**config.mk**
```make
export PLATFORM = sky130hd
export DESIGN_NAME = vend_change_dispenser
export DESIGN_NICKNAME = d
export VERILOG_FILES = /design/src/rtl/vend_pkg.sv /design/src/rtl/vend_coin_select.sv /design/src/rtl/vend_change_dispenser.sv
export SDC_FILE = /design/constraint.sdc
export NUM_CORES = 1
export LEC_CHECK = 0
export ABC_CLOCK_PERIOD_IN_PS = 3180
export CAP_MARGIN = 25
export CORE_MARGIN = 3
export CORE_UTILIZATION = 35
export DETAILED_ROUTE_END_ITERATION = 16
export GPL_TIMING_DRIVEN = 0
export HOLD_SLACK_MARGIN = 0.15
export MAX_ROUTING_LAYER = met4
export PLACE_DENSITY_LB_ADDON = 0.12
export SLEW_MARGIN = 20
export SYNTH_ARGS = -nofsm -noshare
export SYNTH_HDL_FRONTEND = slang
export SYNTH_SLANG_ARGS = --single-unit
```
**constraint.sdc**
```tcl
create_clock -name I_CLK -period 3.18 [get_ports I_CLK]
set_input_delay 0.636 -clock I_CLK [delete_from_list [all_inputs] [get_ports I_CLK]]
set_output_delay 0.636 -clock I_CLK [all_outputs]
set_load 0.02 [all_outputs]
```
**src/rtl/vend_pkg.sv**
```systemverilog
// Shared types and coin table for the change dispenser.
// Denominations are ordered largest first so index 0 has the highest priority.
package vend_pkg;

    typedef enum logic [1:0] {
        S_IDLE,
        S_SELECT,
        S_ISSUE,
        S_DONE
    } state_t;

    typedef logic [2:0] denom_idx_t;

    localparam int NUM_DENOM = 6;

    localparam logic [15:0] DENOM_VALUE [0:NUM_DENOM-1] = '{
        16'd500, 16'd100, 16'd25, 16'd10, 16'd5, 16'd1
    };

    function automatic logic [15:0] denom_of(input denom_idx_t idx);
        logic [15:0] v;
        case (idx)
            3'd0:    v = 16'd500;
            3'd1:    v = 16'd100;
            3'd2:    v = 16'd25;
            3'd3:    v = 16'd10;
            3'd4:    v = 16'd5;
            3'd5:    v = 16'd1;
            default: v = 16'd0;
        endcase
        return v;
    endfunction

endpackage

```
**src/rtl/vend_coin_select.sv**
```systemverilog
// Greedy picker: lowest eligible index whose value fits in the remainder.
// Purely combinational; found_o low means nothing can be paid out.
module vend_coin_select
    import vend_pkg::*;
(
    input  logic [15:0]          rem_i,
    input  logic [NUM_DENOM-1:0] elig_i,
    output logic [2:0]           idx_o,
    output logic                 found_o
);

    // Scan high to low so the last hit is the largest coin.
    always_comb begin
        idx_o   = '0;
        found_o = 1'b0;
        for (int i = NUM_DENOM - 1; i >= 0; i--) begin
            if (elig_i[i] && (DENOM_VALUE[i] <= rem_i)) begin
                idx_o   = 3'(i);
                found_o = 1'b1;
            end
        end
    end

endmodule

```
**src/rtl/vend_change_dispenser.sv**
```systemverilog
// Change sequencer: one hopper coin per valid/ack handshake, with ack timeout.
// VEND_CHANGE_INVENTORY_EN adds per-coin inventory, refill and short reporting.
module vend_change_dispenser
    import vend_pkg::*;
#(
    parameter int ACK_TIMEOUT = 1000,
    parameter int TIMER_W     = 10,
    parameter int INV_W       = 8,
    parameter int INV_INIT    = 20
) (
    input  logic             I_CLK,
    input  logic             I_RESET,
    input  logic             I_REQ_VALID,
    output logic             O_REQ_READY,
    input  logic [15:0]      I_AMOUNT,
    output logic             O_COIN_VALID,
    output logic [2:0]       O_COIN_SEL,
    input  logic             I_COIN_ACK,
    output logic             O_DONE,
    output logic [15:0]      O_REMAIN,
    output logic             O_FAULT,
    output logic             O_SHORT,
    input  logic             I_REFILL,
    input  logic [2:0]       I_REFILL_SEL,
    input  logic [INV_W-1:0] I_REFILL_CNT
);

    state_t               state_q;
    logic [15:0]          rem_q;
    logic [TIMER_W-1:0]   timer_q;
    logic [2:0]           sel_q;
    logic                 ready_q;
    logic                 valid_q;
    logic                 done_q;
    logic                 fault_q;
    logic                 short_q;
    logic [15:0]          remain_q;

    logic [NUM_DENOM-1:0] elig;
    logic [2:0]           pick_idx;
    logic                 pick_found;
    logic                 timeout;

    assign timeout = (timer_q == TIMER_W'(ACK_TIMEOUT - 1));

    vend_coin_select u_pick (
        .rem_i   (rem_q),
        .elig_i  (elig),
        .idx_o   (pick_idx),
        .found_o (pick_found)
    );

`ifdef VEND_CHANGE_INVENTORY_EN
    logic             ack_take;
    logic [INV_W-1:0] inv_q [NUM_DENOM];
    logic [INV_W-1:0] inv_d [NUM_DENOM];

    assign ack_take = (state_q == S_ISSUE) && I_COIN_ACK;

    // Refill and consume net out; overflow saturates at all-ones.
    for (genvar g = 0; g < NUM_DENOM; g++) begin : g_inv
        logic           add;
        logic           dec;
        logic [INV_W:0] sum;
        assign add = I_REFILL && (I_REFILL_SEL == 3'(g));
        assign dec = ack_take && (sel_q == 3'(g));
        assign sum = {1'b0, inv_q[g]}
                   + (add ? {1'b0, I_REFILL_CNT} : '0)
                   - {{INV_W{1'b0}}, dec};
        assign inv_d[g] = sum[INV_W] ? '1 : sum[INV_W-1:0];
        assign elig[g]  = |inv_q[g];
    end

    always_ff @(posedge I_CLK) begin
        if (I_RESET) begin
            for (int i = 0; i < NUM_DENOM; i++) begin
                inv_q[i] <= INV_W'(INV_INIT);
            end
        end else begin
            inv_q <= inv_d;
        end
    end

    assign O_SHORT = short_q;
`else
    logic unused_nofeat;

    assign elig          = '1;
    assign O_SHORT       = 1'b0;
    assign unused_nofeat = ^{I_REFILL, I_REFILL_SEL, I_REFILL_CNT, short_q};
`endif

    always_ff @(posedge I_CLK) begin
        if (I_RESET) begin
            state_q  <= S_IDLE;
            rem_q    <= '0;
            timer_q  <= '0;
            sel_q    <= '0;
            ready_q  <= 1'b1;
            valid_q  <= 1'b0;
            done_q   <= 1'b0;
            fault_q  <= 1'b0;
            short_q  <= 1'b0;
            remain_q <= '0;
        end else begin
            unique case (state_q)
                S_IDLE: begin
                    if (I_REQ_VALID) begin
                        rem_q   <= I_AMOUNT;
                        ready_q <= 1'b0;
                        state_q <= S_SELECT;
                    end
                end
                S_SELECT: begin
                    if (rem_q == 16'd0) begin
                        done_q   <= 1'b1;
                        remain_q <= rem_q;
                        state_q  <= S_DONE;
                    end else if (pick_found) begin
                        sel_q   <= pick_idx;
                        timer_q <= '0;
                        valid_q <= 1'b1;
                        state_q <= S_ISSUE;
                    end else begin
                        done_q   <= 1'b1;
                        short_q  <= 1'b1;
                        remain_q <= rem_q;
                        state_q  <= S_DONE;
                    end
                end
                S_ISSUE: begin
                    // An ack on the last timer cycle still counts.
                    if (I_COIN_ACK) begin
                        rem_q   <= rem_q - denom_of(sel_q);
                        valid_q <= 1'b0;
                        state_q <= S_SELECT;
                    end else if (timeout) begin
                        valid_q  <= 1'b0;
                        fault_q  <= 1'b1;
                        done_q   <= 1'b1;
                        remain_q <= rem_q;
                        state_q  <= S_DONE;
                    end else begin
                        timer_q <= timer_q + 1'b1;
                    end
                end
                S_DONE: begin
                    done_q  <= 1'b0;
                    fault_q <= 1'b0;
                    short_q <= 1'b0;
                    ready_q <= 1'b1;
                    state_q <= S_IDLE;
                end
                default: state_q <= S_IDLE;
            endcase
        end
    end

    assign O_REQ_READY  = ready_q;
    assign O_COIN_VALID = valid_q;
    assign O_COIN_SEL   = sel_q;
    assign O_DONE       = done_q;
    assign O_REMAIN     = remain_q;
    assign O_FAULT      = fault_q;

endmodule

```
======== After elaboration in Yosys (flattened, before gate mapping) ========
Index checks and enable logic that the tools add are counted.
cells by class
  bitwise logic cells ..................... 1
  reductions and logical operators ........ 17
  eq/ne operators ......................... 18
  mux-type cells .......................... 48
  magnitude comparators ................... 6
  $add $sub $neg .......................... 2
operators by type and width
  cell                   number
  $mux 16                9
  $pmux 16 s2            2
  $pmux 9 s6             1
  $mux 10                4
  $pmux 10 s2            1
  $mux 3                 6
  $mux 1                 17
  $le 1x16->1 const A    1
  $le 3x16->1 const A    1
  $le 4x16->1 const A    1
  $le 5x16->1 const A    1
  $le 7x16->1 const A    1
  $le 9x16->1 const A    1
  $logic_not 16->1       1
  $sub 16x16->16         1
  $ne 2x2->1 const B     7
  $reduce_and 4->1       3
  $add 10x1->10 const B  1
  $eq 10x10->1 const B   1
  $reduce_and 3->1       3
  $pmux 2 s4             1
  $reduce_bool 2->1      4
  $eq 3x2->1 const B     2
  $eq 3x3->1 const B     2
  other kinds (13)       20
storage, ports and cells
  bits of input ports ..................... 32
  word-level logic and storage cells ...... 101
  register bits after elaboration ......... 51
  output and inout bits ................... 24

======== Longest topological paths before layout ========
Gate-level depths: netlist (run 1).
  depth in word-level cells ............... 10
  depth in mapped cells ................... 11
  depth with buffers taken out ............ 11

======== Modules after synthesis ========
Synthesis (run 1) repeated with hierarchy kept, for this count alone.
second synthesis, totals
  cell total of the unflattened synthesis .. 386
  area total of the unflattened synthesis .. 3228.1 um^2
by module, submodules not included
  module                 instances  cells each  area each (um^2)
  vend_change_dispenser  1          353         2971.6
  vend_coin_select       1          33          256.5

======== Worst setup path before layout (run 1) ========
OpenSTA, ideal clock, no wires.
  path type ............................... flip-flop to flip-flop
  from .................................... reg sel_q[1], in the netlist O_COIN_SEL[1]
  to ...................................... reg rem_q[14]
  required time ........................... 3.109 ns
  library setup time ...................... 0.071 ns
  data arrival time ....................... 2.476 ns
  clock period less this slack ............ 2.547 ns
  slack ................................... 0.633 ns
  stages on the path, launching flop included .. 12
  cells stage by stage .................... dfxtp_1 -> nand2b_1 -> o21ai_0 -> ha_1 -> inv_1 -> fa_1 -> a211oi_1 -> nor2_1 -> o211ai_1 -> a32o_1 -> nand2_1 -> a21oi_1
on the way
  longest elaborated chain between the ends .. 8
  elaborated cells between the ends (all ways) .. 13
  classes of those cells .................. 1 x add/sub; 5 x eq/ne; 6 x mux; 1 x reduce/logical
ends and longest elaborated chain
  element                             line                          source
  start: declaration                  vend_change_dispenser.sv:31   logic [2:0] sel_q;
  start signal: assignment            vend_change_dispenser.sv:120  sel_q <= pick_idx;
  $eq 3x3->1 (tied with other cells)  vend_pkg.sv:22                case (idx)
  $pmux 9 s6 *                        vend_pkg.sv:22
  $mux 16 *                           vend_change_dispenser.sv:133  if (I_COIN_ACK) begin
  $mux 16 *                           vend_change_dispenser.sv:106  unique case (state_q)
  $mux 16 *                           vend_change_dispenser.sv:94   if (I_RESET) begin
  $sub 16x16->16 *                    vend_change_dispenser.sv:134  rem_q <= rem_q - denom_of(sel_q);
  $mux 16 *                           vend_change_dispenser.sv:133
  $pmux 16 s2 *                       vend_change_dispenser.sv:106
  end signal: assignment              vend_change_dispenser.sv:134
  end: declaration                    vend_change_dispenser.sv:29   logic [15:0] rem_q;
Mark *: on every way between the ends. The rest lies on a longest branch, timed or not. The select of a mux whose other input is x is not followed.
A chain may end at the register's enable or synchronous reset.

======== Worst setup path after layout (run 1) ========
  from .................................... reg sel_q[2], in the netlist O_COIN_SEL[2]
  to ...................................... reg rem_q[10]
Same word-level chain as after synthesis.

==> results of run 1 <==
area by class of cell:
class	count	area (um2)	area share
multi-input cells	274	1770	0.4998
repair buffers	42	417.9	0.1180
plain buffers	19	97.59	0.02755
well taps	102	127.6	0.03603
inverters	6	22.52	0.006358
clock buffers	6	72.57	0.02049
clock inverters	2	12.51	0.003532
flip-flops and latches	51	1021	0.2882
state kept, by name (all words and copies together) (netlist names):
| name | flops |
|---|---|
| O_REMAIN | 16 |
| rem_q | 16 |
| timer_q | 10 |
| O_COIN_SEL | 3 |
| state_q | 2 |
| O_COIN_VALID | 1 |
| O_DONE | 1 |
| O_FAULT | 1 |
| O_REQ_READY | 1 |
power by group:
group	switching, uW	internal (uW)	leakage, uW
clock	224	154	0.0000412
combinational	259	191	0.00102
sequential	47.5	671	0.000415
cells by family (layout without fill, tap and decap cells):
logic type | after synthesis | count (layout) | share of synthesized area
adder cells (fa/ha/maj) | 11 | 11 | 0.04985
AO/OA/AOI/OAI | 92 | 92 | 0.2196
buffers and inverters | 25 | 75 | 0.04125
AND/OR/NAND/NOR | 138 | 138 | 0.2329
flip-flops | 51 | 51 | 0.3507
multiplexers | 19 | 19 | 0.06532
other | 1 | 1 | 0.001288
XOR/XNOR | 13 | 13 | 0.03911
per-layer routing:
layer	GRT usage	up-vias	wire length, um
met1	0.2300	1281	3931
met4	0.04428	0	104
li1	-	1364	-
met2	0.2633	47	3592
met3	0.03087	8	310
met5	-	-	0
worst reg2reg max path, cell delays in order, from the launching register on:
cell,delay (ns)
dfxtp_1,0.41
nand2b_1,0.20
o21ai_0,0.19
ha_1,0.21
inv_1,0.06
fa_1,0.42
a211oi_1,0.33
nor2_1,0.14
o211ai_1,0.18
buf_4,0.17
a32o_1,0.16
nand2_1,0.07
a21oi_1,0.16
layout by cell type (no fill, tap or decap), types with 3 or more instances in the layout:
master,synthesis,final
nand2_1,26,26
a21o_1,9,9
clkbuf_8,0,5
a211oi_1,10,10
buf_6,3,3
or3_1,4,4
a22oi_1,3,3
a31oi_1,6,6
dfxtp_1,51,51
xor2_1,9,9
nor2_1,55,55
or2_2,4,4
nand3b_1,3,3
xnor2_1,4,4
a21oi_1,25,25
clkbuf_1,15,16
nor3_1,8,8
mux2i_1,19,19
nand3_1,11,11
ha_1,10,10
nand2b_1,6,6
o21ai_0,11,11
o21bai_1,3,3
clkdlybuf4s50_1,0,41
o2111ai_1,6,6
inv_1,6,6
and3_1,5,5
path summary, 6_finish.rpt:
path,start,to,cells past startpoint
worst min register to register,O_COIN_VALID,O_COIN_VALID,2
worst min-delay path,O_COIN_VALID,O_COIN_VALID,2
worst max register to register,O_COIN_SEL[2],rem_q[10],12
worst max-delay path,O_COIN_SEL[2],rem_q[10],12
stage by stage:
| stage | instances | hold WS (ns) | util | cell area, um2 |
|---|---|---|---|---|
| 3_5_place_dp | 493 | 0.4846 | 0.4373 | 3450 |
| 4_1_cts | 501 | 0.4995 | 0.4481 | 3535 |
| 5_1_grt | 502 | 0.5383 | 0.4491 | 3542 |
| 2_1_floorplan | 350 | 0.4716 | - | 2912 |
| 3_3_place_gp | 493 | 0.4794 | 0.4373 | 3450 |
| 6_report | 502 | 0.4936 | 0.4491 | 3542 |
==> metrics.md, run 1 <==
| Metric | Value |
|---|---|
| Outcome | complete, no violations |
| Count leader, synth | nor2_1 |
| CP top delay family | compound AO/OA/AOI/OAI gates |
| WP buf/inv | 2 |
| Register bit total from synthesis | 51 |
| Worst Skew | 0.007003 ns |
| Total power | 1547 uW |
| Critical Path AT | 3.00 ns |
| Core area | 0.007888 mm2 |
| IO Pins | 56 |
| Tcrit/Tclk final | 0.8703 |
| Critical-path cell list | nand2b_1, o21ai_0, ha_1, inv_1, fa_1, a211oi_1, nor2_1, o211ai_1, buf_4, a32o_1, nand2_1, a21oi_1 |
| Layout cells sized above 1 | 0.05750 |
| Buffers added on ports | 41 |
| Leakage Power | 0.001476 uW |
| Vias | 2700 |
| Num CTS Buffers | 5 |
| Syn_area_per_cell | 8.319 um2 |
| Die Area | 0.009449 mm2 |
| Via-per-instance ratio | 5.378 |
| Final setup viols | 0 |
| CTS HTree Levels | 2 |
| Top cell type's share of synthesized area | 0.3507 |
| Final period demand of the worst path | 2.768 ns |
| Unrepaired setup endpoints after global routing | no |
| Fmax | 361.3 MHz |
| Post-CTS setup buffer count | 0 |
| Antenna violation net count after detailed routing | 0 |
| Worst path slowest cell | fa_1 |
| Measured slew at the worst slew-check pin | 0.7366 ns |
| TritonCTS clock tree | built |
| Place WS | 0.2827 ns |
| Layout area overhead | 21.66% |
| Slowest cell delay on critical path | 0.42 ns |
| DRT Pass-1 Iters | 4 |
| Post-cts hold buffer count | 0 |
| Cell taking the most area after synthesis | dfxtp_1 |
| R2R Setup Slk | 0.41 ns |
| Clock Pin Slew Worst Setup and Hold Paths | 0.10 ns |
| Gr usage total | 0.1703 |
| Root Buffer | clkbuf_8 |
| Synth Warn # | 0 |
| Worst setup margin | 0.4123 ns |
| Initial drt markers | 155 |
| First-pass GRT wire length | 12800 um |
| ANT cells | 0 |
| Vias in the first global route | 2521 |
| Mapped Area | 0.002912 mm2 |
| Hpwl dp | 5911 um |
| Final count of hold timing violations | 0 |
| CTS Buffer Depth | 2 |
| Post-synth cell types | 56 |
| P per Cell Area | 436.6 mW/mm2 |
| Final Slew Violations | 0 |
| Peak VDD IR | 0.1720 mV |
| Core Rows | 32 |
| Crit path required time | 3.42 ns |
| Ys async rst share | 0 |
| Die extent in y | 97.21 um |
| Die width | 97.21 um |
| Main synth FF type | dfxtp_1 |
| Syn Nets | 393 |
| DR WL/cell | 15.81 um |
| Top cells by count, synth | nor2_1, dfxtp_1, nand2_1, a21oi_1, mux2i_1 |
| Worst skew pair latency | 0.31 ns |
| CP startpoint kind | register |
| CP Class | register to register |
| CTS Sinks | 51 |
| Post-CTS resize count | 0 |
| DRC viols | 0 |
| Final net count | 442 |
| Initial antenna violation count | 0 |
| Starting Density | 0.3691 |
| Min-delay worst type | register to register |
| Gr ovfl total | 0 |
| Largest net degree at the start of global routing | 16 |
| # Max-Cap Violations | 0 |
| # fillers | 789 |
| Post-synthesis instance total | 350 |
| Setup TNS | 0 ns |
| Routability cong. | 0.8762 |
| Final wirelength | 7939 um |
| Crit Path Max Fanout | 9 |
| EDFF count, synth | 0 |
| Sequential fraction of the synthesis area | 0.3507 |
| Worst rel slew slack | 0.5052 |
| Top cells by area, synth | dfxtp_1, nor2_1, mux2i_1 |
| Setup crit end kind | register |
(Power assumes the default switching activity.)
==> inputs of run 2 (changes only) <==
--- a/config.mk
+++ b/config.mk
@@ -6,8 +6,7 @@
 export NUM_CORES = 1
 export LEC_CHECK = 0
 export ABC_CLOCK_PERIOD_IN_PS = 3180
-export CAP_MARGIN = 25
-export CORE_MARGIN = 3
+export CAP_MARGIN = 20
 export CORE_UTILIZATION = 35
 export DETAILED_ROUTE_END_ITERATION = 16
 export GPL_TIMING_DRIVEN = 0
==> metrics.md, run 2 (same netlist as run 1, synthesis figures left out) <==
| Metric | Value |
|---|---|
| Unrepaired setup endpoints after global routing | no (unchanged) |
| Storage cell area | 0.001021 mm2 (unchanged) |
| Antenna violation net count after detailed routing | 0 (unchanged) |
| Num CTS Buffers | 5 (unchanged) |
| Most frequent cells in the layout | nor2_1, dfxtp_1, clkdlybuf4s50_1, nand2_1, a21oi_1 (unchanged) |
| CP top delay family | compound AO/OA/AOI/OAI gates (unchanged) |
| Die extent in y | 93.21 um (was 97.21 um) |
| Clock Pin Slew Worst Setup and Hold Paths | 0.10 ns (about the same) |
| Core Rows | 32 (unchanged) |
| Buffers added on ports | 41 (unchanged) |
| Place WS | 0.3011 ns (was 0.2827 ns) |
| CP Class | register to register (unchanged) |
| Measured slew at the worst slew-check pin | 0.7645 ns (was 0.7366 ns) |
| Die width | 93.21 um (was 97.21 um) |
| Die Area | 0.008687 mm2 (was 0.009449 mm2) |
| Final Slew Violations | 0 (unchanged) |
| Critical-path cell list | nand2b_1, o21ai_0, ha_1, inv_1, fa_1, a211oi_1, nor2_1, o211ai_1, a32o_1, nand2_1, a21oi_1 (was nand2b_1, o21ai_0, ha_1, inv_1, fa_1, a211oi_1, nor2_1, o211ai_1, buf_4, a32o_1, nand2_1, a21oi_1) |
| Final wirelength | 7849 um (was 7939 um) |
| Fmax | 339.8 MHz (was 361.3 MHz) |
| Worst rel slew slack | 0.4864 (was 0.5052) |
| Worst path slowest cell | o211ai_1 (was fa_1) |
| Routability cong. | 0.8694 (was 0.8762) |
| Setup TNS | 0 ns (unchanged) |
| DR WL/cell | 15.70 um (was 15.81 um) |
| Core area | 0.007888 mm2 (unchanged) |
| Hpwl dp | 5722 um (was 5911 um) |
| Post-cts hold buffer count | 0 (unchanged) |
| Initial antenna violation count | 0 (unchanged) |
| Leakage Power | 0.001481 uW (was 0.001476 uW) |
| Outcome | complete, no violations (unchanged) |
| Initial drt markers | 161 (was 155) |
| Post-CTS setup buffer count | 0 (unchanged) |
| Worst setup margin | 0.2370 ns (was 0.4123 ns) |
| P per Cell Area | 458.7 mW/mm2 (was 436.6 mW/mm2) |
| Crit Path Max Fanout | 9 (unchanged) |
| DRT Pass-1 Iters | 4 (unchanged) |
| Starting Density | 0.3691 (unchanged) |
| Worst Skew | 0.005076 ns (was 0.007003 ns) |
| Post-CTS resize count | 0 (unchanged) |
| First-pass GRT wire length | 13050 um (was 12800 um) |
| Final count of hold timing violations | 0 (unchanged) |
| Via-per-instance ratio | 5.416 (was 5.378) |
| Most common cell after layout, fill and taps aside | nor2_1 (unchanged) |
| # fillers | 786 (was 789) |
| Gr ovfl total | 0 (unchanged) |
| Final net count | 441 (was 442) |
| Crit path required time | 3.42 ns (about the same) |
| DRC viols | 0 (unchanged) |
| Peak VDD IR | 0.1974 mV (was 0.1720 mV) |
| WP buf/inv | 1 (was 2) |
| CTS HTree Levels | 2 (unchanged) |
| Root Buffer | clkbuf_8 (unchanged) |
| Layout area overhead | 22.13% (was 21.66%) |
| Tcrit/Tclk final | 0.9255 (was 0.8703) |
| IO Pins | 56 (unchanged) |
| Largest net degree at the start of global routing | 16 (unchanged) |
| Worst skew pair latency | 0.31 ns (about the same) |
| Gr usage total | 0.1976 (was 0.1703) |
| Multi-input logic area | 0.001770 mm2 (unchanged) |
| CTS Buffer Depth | 2 (unchanged) |
| Vias in the first global route | 2534 (was 2521) |
| Layout cells sized above 1 | 0.05528 (was 0.05750) |
| Slowest cell delay on critical path | 0.45 ns (was 0.42 ns) |
| Final setup viols | 0 (unchanged) |
| ANT cells | 0 (unchanged) |
| Setup crit end kind | register (unchanged) |
| # Max-Cap Violations | 0 (unchanged) |
| Vias | 2708 (was 2700) |
| Final period demand of the worst path | 2.943 ns (was 2.768 ns) |
| TritonCTS clock tree | built (unchanged) |
| Critical Path AT | 3.19 ns (was 3.00 ns) |
| CTS Sinks | 51 (unchanged) |
| CP startpoint kind | register (unchanged) |
| Min-delay worst type | register to register (unchanged) |
==> run 2: changes by cell type in the layout (fill, tap and decap cells not counted) <==
cell	before	now
buf_4	2	1
bufinv_16	0	1
clkbuf_1	16	15
clkinv_2	1	0
==> run 2: power breakdown <==
part	internal (uW)	switching [uW]	total, uW
Clock	231	232	463
Combinational	191	256	447
Sequential	671	50.3	722
==> run 2: path summary, 6_finish.rpt <==
kind | start | end | slack, ns | cells after the start
setup / recovery | O_COIN_SEL[2] | rem_q[14] | 0.24 | 11
hold / removal | O_FAULT | O_FAULT | 0.50 | 2
setup reg to reg | O_COIN_SEL[2] | rem_q[14] | 0.24 | 11
hold reg to reg | O_FAULT | O_FAULT | 0.50 | 2
==> run 2: cell type report <==
class,count,area share
clock buffers,5,0.01935
inverters,6,0.006334
plain buffers,19,0.02745
repair buffers,41,0.1154
clock inverters,2,0.01056
well taps,102,0.03589
flip-flops and latches,51,0.2871
multi-input cells,274,0.4979
==> run 2: worst register-to-register path: stages (launching register included) <==
cell and delay, ns:
dfxtp_1 0.42, nand2b_1 0.21, o21ai_0 0.16, ha_1 0.20, inv_1 0.06, fa_1 0.42, a211oi_1 0.34, nor2_1 0.14
o211ai_1 0.45, a32o_1 0.25, nand2_1 0.06, a21oi_1 0.16
==> run 2: through the flow <==
stage	util	total power (uW)	instances	cell area (um2)	hold WS, ns
3_3_place_gp	0.4373	1175	493	3450	0.4785
2_1_floorplan	-	1046	350	2912	0.4716
3_5_place_dp	0.4373	1179	493	3450	0.4856
5_1_grt	0.4508	1725	500	3556	0.5142
6_report	0.4508	1631	500	3556	0.4963
4_1_cts	0.4508	1639	500	3556	0.5002
==> run 2: routing by layer <==
layer | global-route usage | part of all wire | vias up
li1 | - | - | 1364
met1 | 0.2708 | 0.48 | 1281
met3 | 0.02033 | 0.051 | 4
met4 | 0.05000 | 0.0099 | 0
met5 | - | 0 | -
met2 | 0.3119 | 0.46 | 59
==> inputs of run 3 (changes only) <==
--- a/config.mk
+++ b/config.mk
@@ -11,7 +11,6 @@
 export DETAILED_ROUTE_END_ITERATION = 16
 export GPL_TIMING_DRIVEN = 0
 export HOLD_SLACK_MARGIN = 0.15
-export MAX_ROUTING_LAYER = met4
 export PLACE_DENSITY_LB_ADDON = 0.12
 export SLEW_MARGIN = 20
 export SYNTH_ARGS = -nofsm -noshare
==> metrics.md, run 3 (same netlist as run 1, synthesis figures left out) <==
| Metric | Value |
|---|---|
| R2R Setup Slk | 0.24 ns (about the same) |
| Post-CTS setup buffer count | 0 (unchanged) |
| ANT cells | 0 (unchanged) |
| Die Area | 0.008687 mm2 (unchanged) |
| Reg2reg end | rem_q[14] (unchanged) |
| Peak VDD IR | 0.1957 mV (was 0.1974 mV) |
| Hold EP | O_FAULT (unchanged) |
| Layout cells sized above 1 | 0.05528 (unchanged) |
| Final wirelength | 7879 um (was 7849 um) |
| Hpwl dp | 5722 um (unchanged) |
| Initial drt markers | 170 (was 161) |
| DRT Pass-1 Iters | 4 (unchanged) |
| Starting Density | 0.3691 (unchanged) |
| Final period demand of the worst path | 2.942 ns (was 2.943 ns) |
| Placed Area | 0.003450 mm2 (unchanged) |
| Worst skew pair latency | 0.31 ns (about the same) |
| TritonCTS clock tree | built (unchanged) |
| Final Cell Area | 0.003556 mm2 (unchanged) |
| CP Class | register to register (unchanged) |
| Antenna violation net count after detailed routing | 0 (unchanged) |
| Final net count | 441 (unchanged) |
| Vias | 2714 (was 2708) |
| Min-delay worst type | register to register (unchanged) |
| Clock Pin Slew Worst Setup and Hold Paths | 0.10 ns (about the same) |
| Gr ovfl total | 0 (unchanged) |
| Final setup viols | 0 (unchanged) |
| Slowest cell delay on critical path | 0.45 ns (about the same) |
| Outcome | complete, no violations (unchanged) |
| Worst Hold Launch | O_FAULT (unchanged) |
| Final count of hold timing violations | 0 (unchanged) |
| Unrepaired setup endpoints after global routing | no (unchanged) |
| Worst Hold Path Cells | 2 (unchanged) |
| First-pass GRT wire length | 13040 um (was 13050 um) |
| Most frequent cells in the layout | nor2_1, dfxtp_1, clkdlybuf4s50_1, nand2_1, a21oi_1 (unchanged) |
| Worst rel slew slack | 0.4827 (was 0.4864) |
| Critical Path AT | 3.18 ns (was 3.19 ns) |
| Core Util, Final | 0.4508 (unchanged) |
| Setup TNS | 0 ns (unchanged) |
| DRC viols | 0 (unchanged) |
| WL met3 | 238 um (was 400 um) |
| Initial antenna violation count | 0 (unchanged) |
| P per Cell Area | 458.7 mW/mm2 (about the same) |
| Final Slew Violations | 0 (unchanged) |
| Core Rows | 32 (unchanged) |
| Via-per-instance ratio | 5.428 (was 5.416) |
| Tcrit/Tclk final | 0.9252 (was 0.9255) |
| CP startpoint kind | register (unchanged) |
| Die width | 93.21 um (unchanged) |
| WL met1 | 3992 um (was 3782 um) |
| Reg2Reg Depth | 11 (unchanged) |
| Setup crit end kind | register (unchanged) |
| Vias in the first global route | 2536 (was 2534) |
| Largest net degree at the start of global routing | 16 (unchanged) |
| Crit path required time | 3.42 ns (about the same) |
| Highest metal used | met4 (unchanged) |
| IO Pins | 56 (unchanged) |
| CTS HTree Levels | 2 (unchanged) |
| Buffers added on ports | 41 (unchanged) |
| WP buf/inv | 1 (unchanged) |
| WL met2 | 3569 um (was 3589 um) |
| CTS Sinks | 51 (unchanged) |
| Post-cts hold buffer count | 0 (unchanged) |
| Worst Skew | 0.004796 ns (was 0.005076 ns) |
| Leakage Power | 0.001481 uW (unchanged) |
| Gr usage total | 0.1925 (was 0.1976) |
| DR WL/cell | 15.76 um (was 15.70 um) |
| Most common cell after layout, fill and taps aside | nor2_1 (unchanged) |
| Routability cong. | 0.8557 (was 0.8694) |
| Fmax | 339.9 MHz (was 339.8 MHz) |
| CTS Buffer Depth | 2 (unchanged) |
| Critical-path cell list | nand2b_1, o21ai_0, ha_1, inv_1, fa_1, a211oi_1, nor2_1, o211ai_1, a32o_1, nand2_1, a21oi_1 (unchanged) |
| Layout area overhead | 22.13% (unchanged) |
| Crit Path Max Fanout | 9 (unchanged) |
| Die extent in y | 93.21 um (unchanged) |
| Core area | 0.007888 mm2 (unchanged) |
| R2R Path Start | O_COIN_SEL[2] (unchanged) |
| Num CTS Buffers | 5 (unchanged) |
| Measured slew at the worst slew-check pin | 0.7700 ns (was 0.7645 ns) |
| Worst path slowest cell | o211ai_1 (unchanged) |
| # Max-Cap Violations | 0 (unchanged) |
| Post-CTS resize count | 0 (unchanged) |
| CP top delay family | compound AO/OA/AOI/OAI gates (unchanged) |
| Root Buffer | clkbuf_8 (unchanged) |
[run 3: cell counts in the layout (fill, tap and decap cells not counted)]
No cell type changed its count.
[run 3: area by class of cell]
type / instances / area, um2
fill: 786 / 4332
clock buffer: 5 / 68.82
clock inverter: 2 / 37.54
tap: 102 / 127.6
sequential: 51 / 1021
multi-input combinational: 274 / 1770
inverter: 6 / 22.52
timing repair buffer: 41 / 410.4
buffer: 19 / 97.59
[run 3: worst max-delay path by stage]
stage | end | slack (ns) | from | cells after the start
2_1_floorplan | rem_q[14] | 0.63 | O_COIN_SEL[1] | 11
3_3_place_gp | rem_q[10] | 0.38 | O_COIN_SEL[2] | 11
3_5_place_dp | rem_q[14] | 0.30 | O_COIN_SEL[2] | 11
4_1_cts | rem_q[14] | 0.26 | O_COIN_SEL[1] | 11
5_1_grt | rem_q[10] | 0.02 | O_COIN_SEL[2] | 11
6_report | rem_q[14] | 0.24 | O_COIN_SEL[2] | 11
[run 3: routing by layer]
metal | vias up | track usage
met2 | 49 | 0.3107
met3 | 4 | 0.02033
li1 | 1366 | -
met1 | 1295 | 0.2723
met4 | 0 | 0.05000
met5 | - | 0
[run 3: through the flow]
| stage | worst slack (ns) | instances | hold WS [ns] | power [uW] |
|---|---|---|---|---|
| 6_report | 0.2379 | 500 | 0.4963 | 1631 |
| 5_1_grt | 0.02244 | 500 | 0.5142 | 1727 |
| 4_1_cts | 0.2552 | 500 | 0.5002 | 1639 |
| 3_5_place_dp | 0.3011 | 493 | 0.4856 | 1179 |
| 3_3_place_gp | 0.3808 | 493 | 0.4785 | 1175 |
| 2_1_floorplan | 0.6334 | 350 | 0.4716 | 1046 |
[run 3: worst register-to-register path, cell delays in order, from the launching register on]
cell	delay (ns)
dfxtp_1	0.42
nand2b_1	0.21
o21ai_0	0.16
ha_1	0.20
inv_1	0.06
fa_1	0.42
a211oi_1	0.34
nor2_1	0.14
o211ai_1	0.45
a32o_1	0.25
nand2_1	0.06
a21oi_1	0.16
[run 3: power breakdown]
| group | internal [uW] | switching [uW] |
|---|---|---|
| Clock | 231 | 231 |
| Combinational | 191 | 257 |
| Sequential | 671 | 50.5 |
| Total | 1090 | 538 |
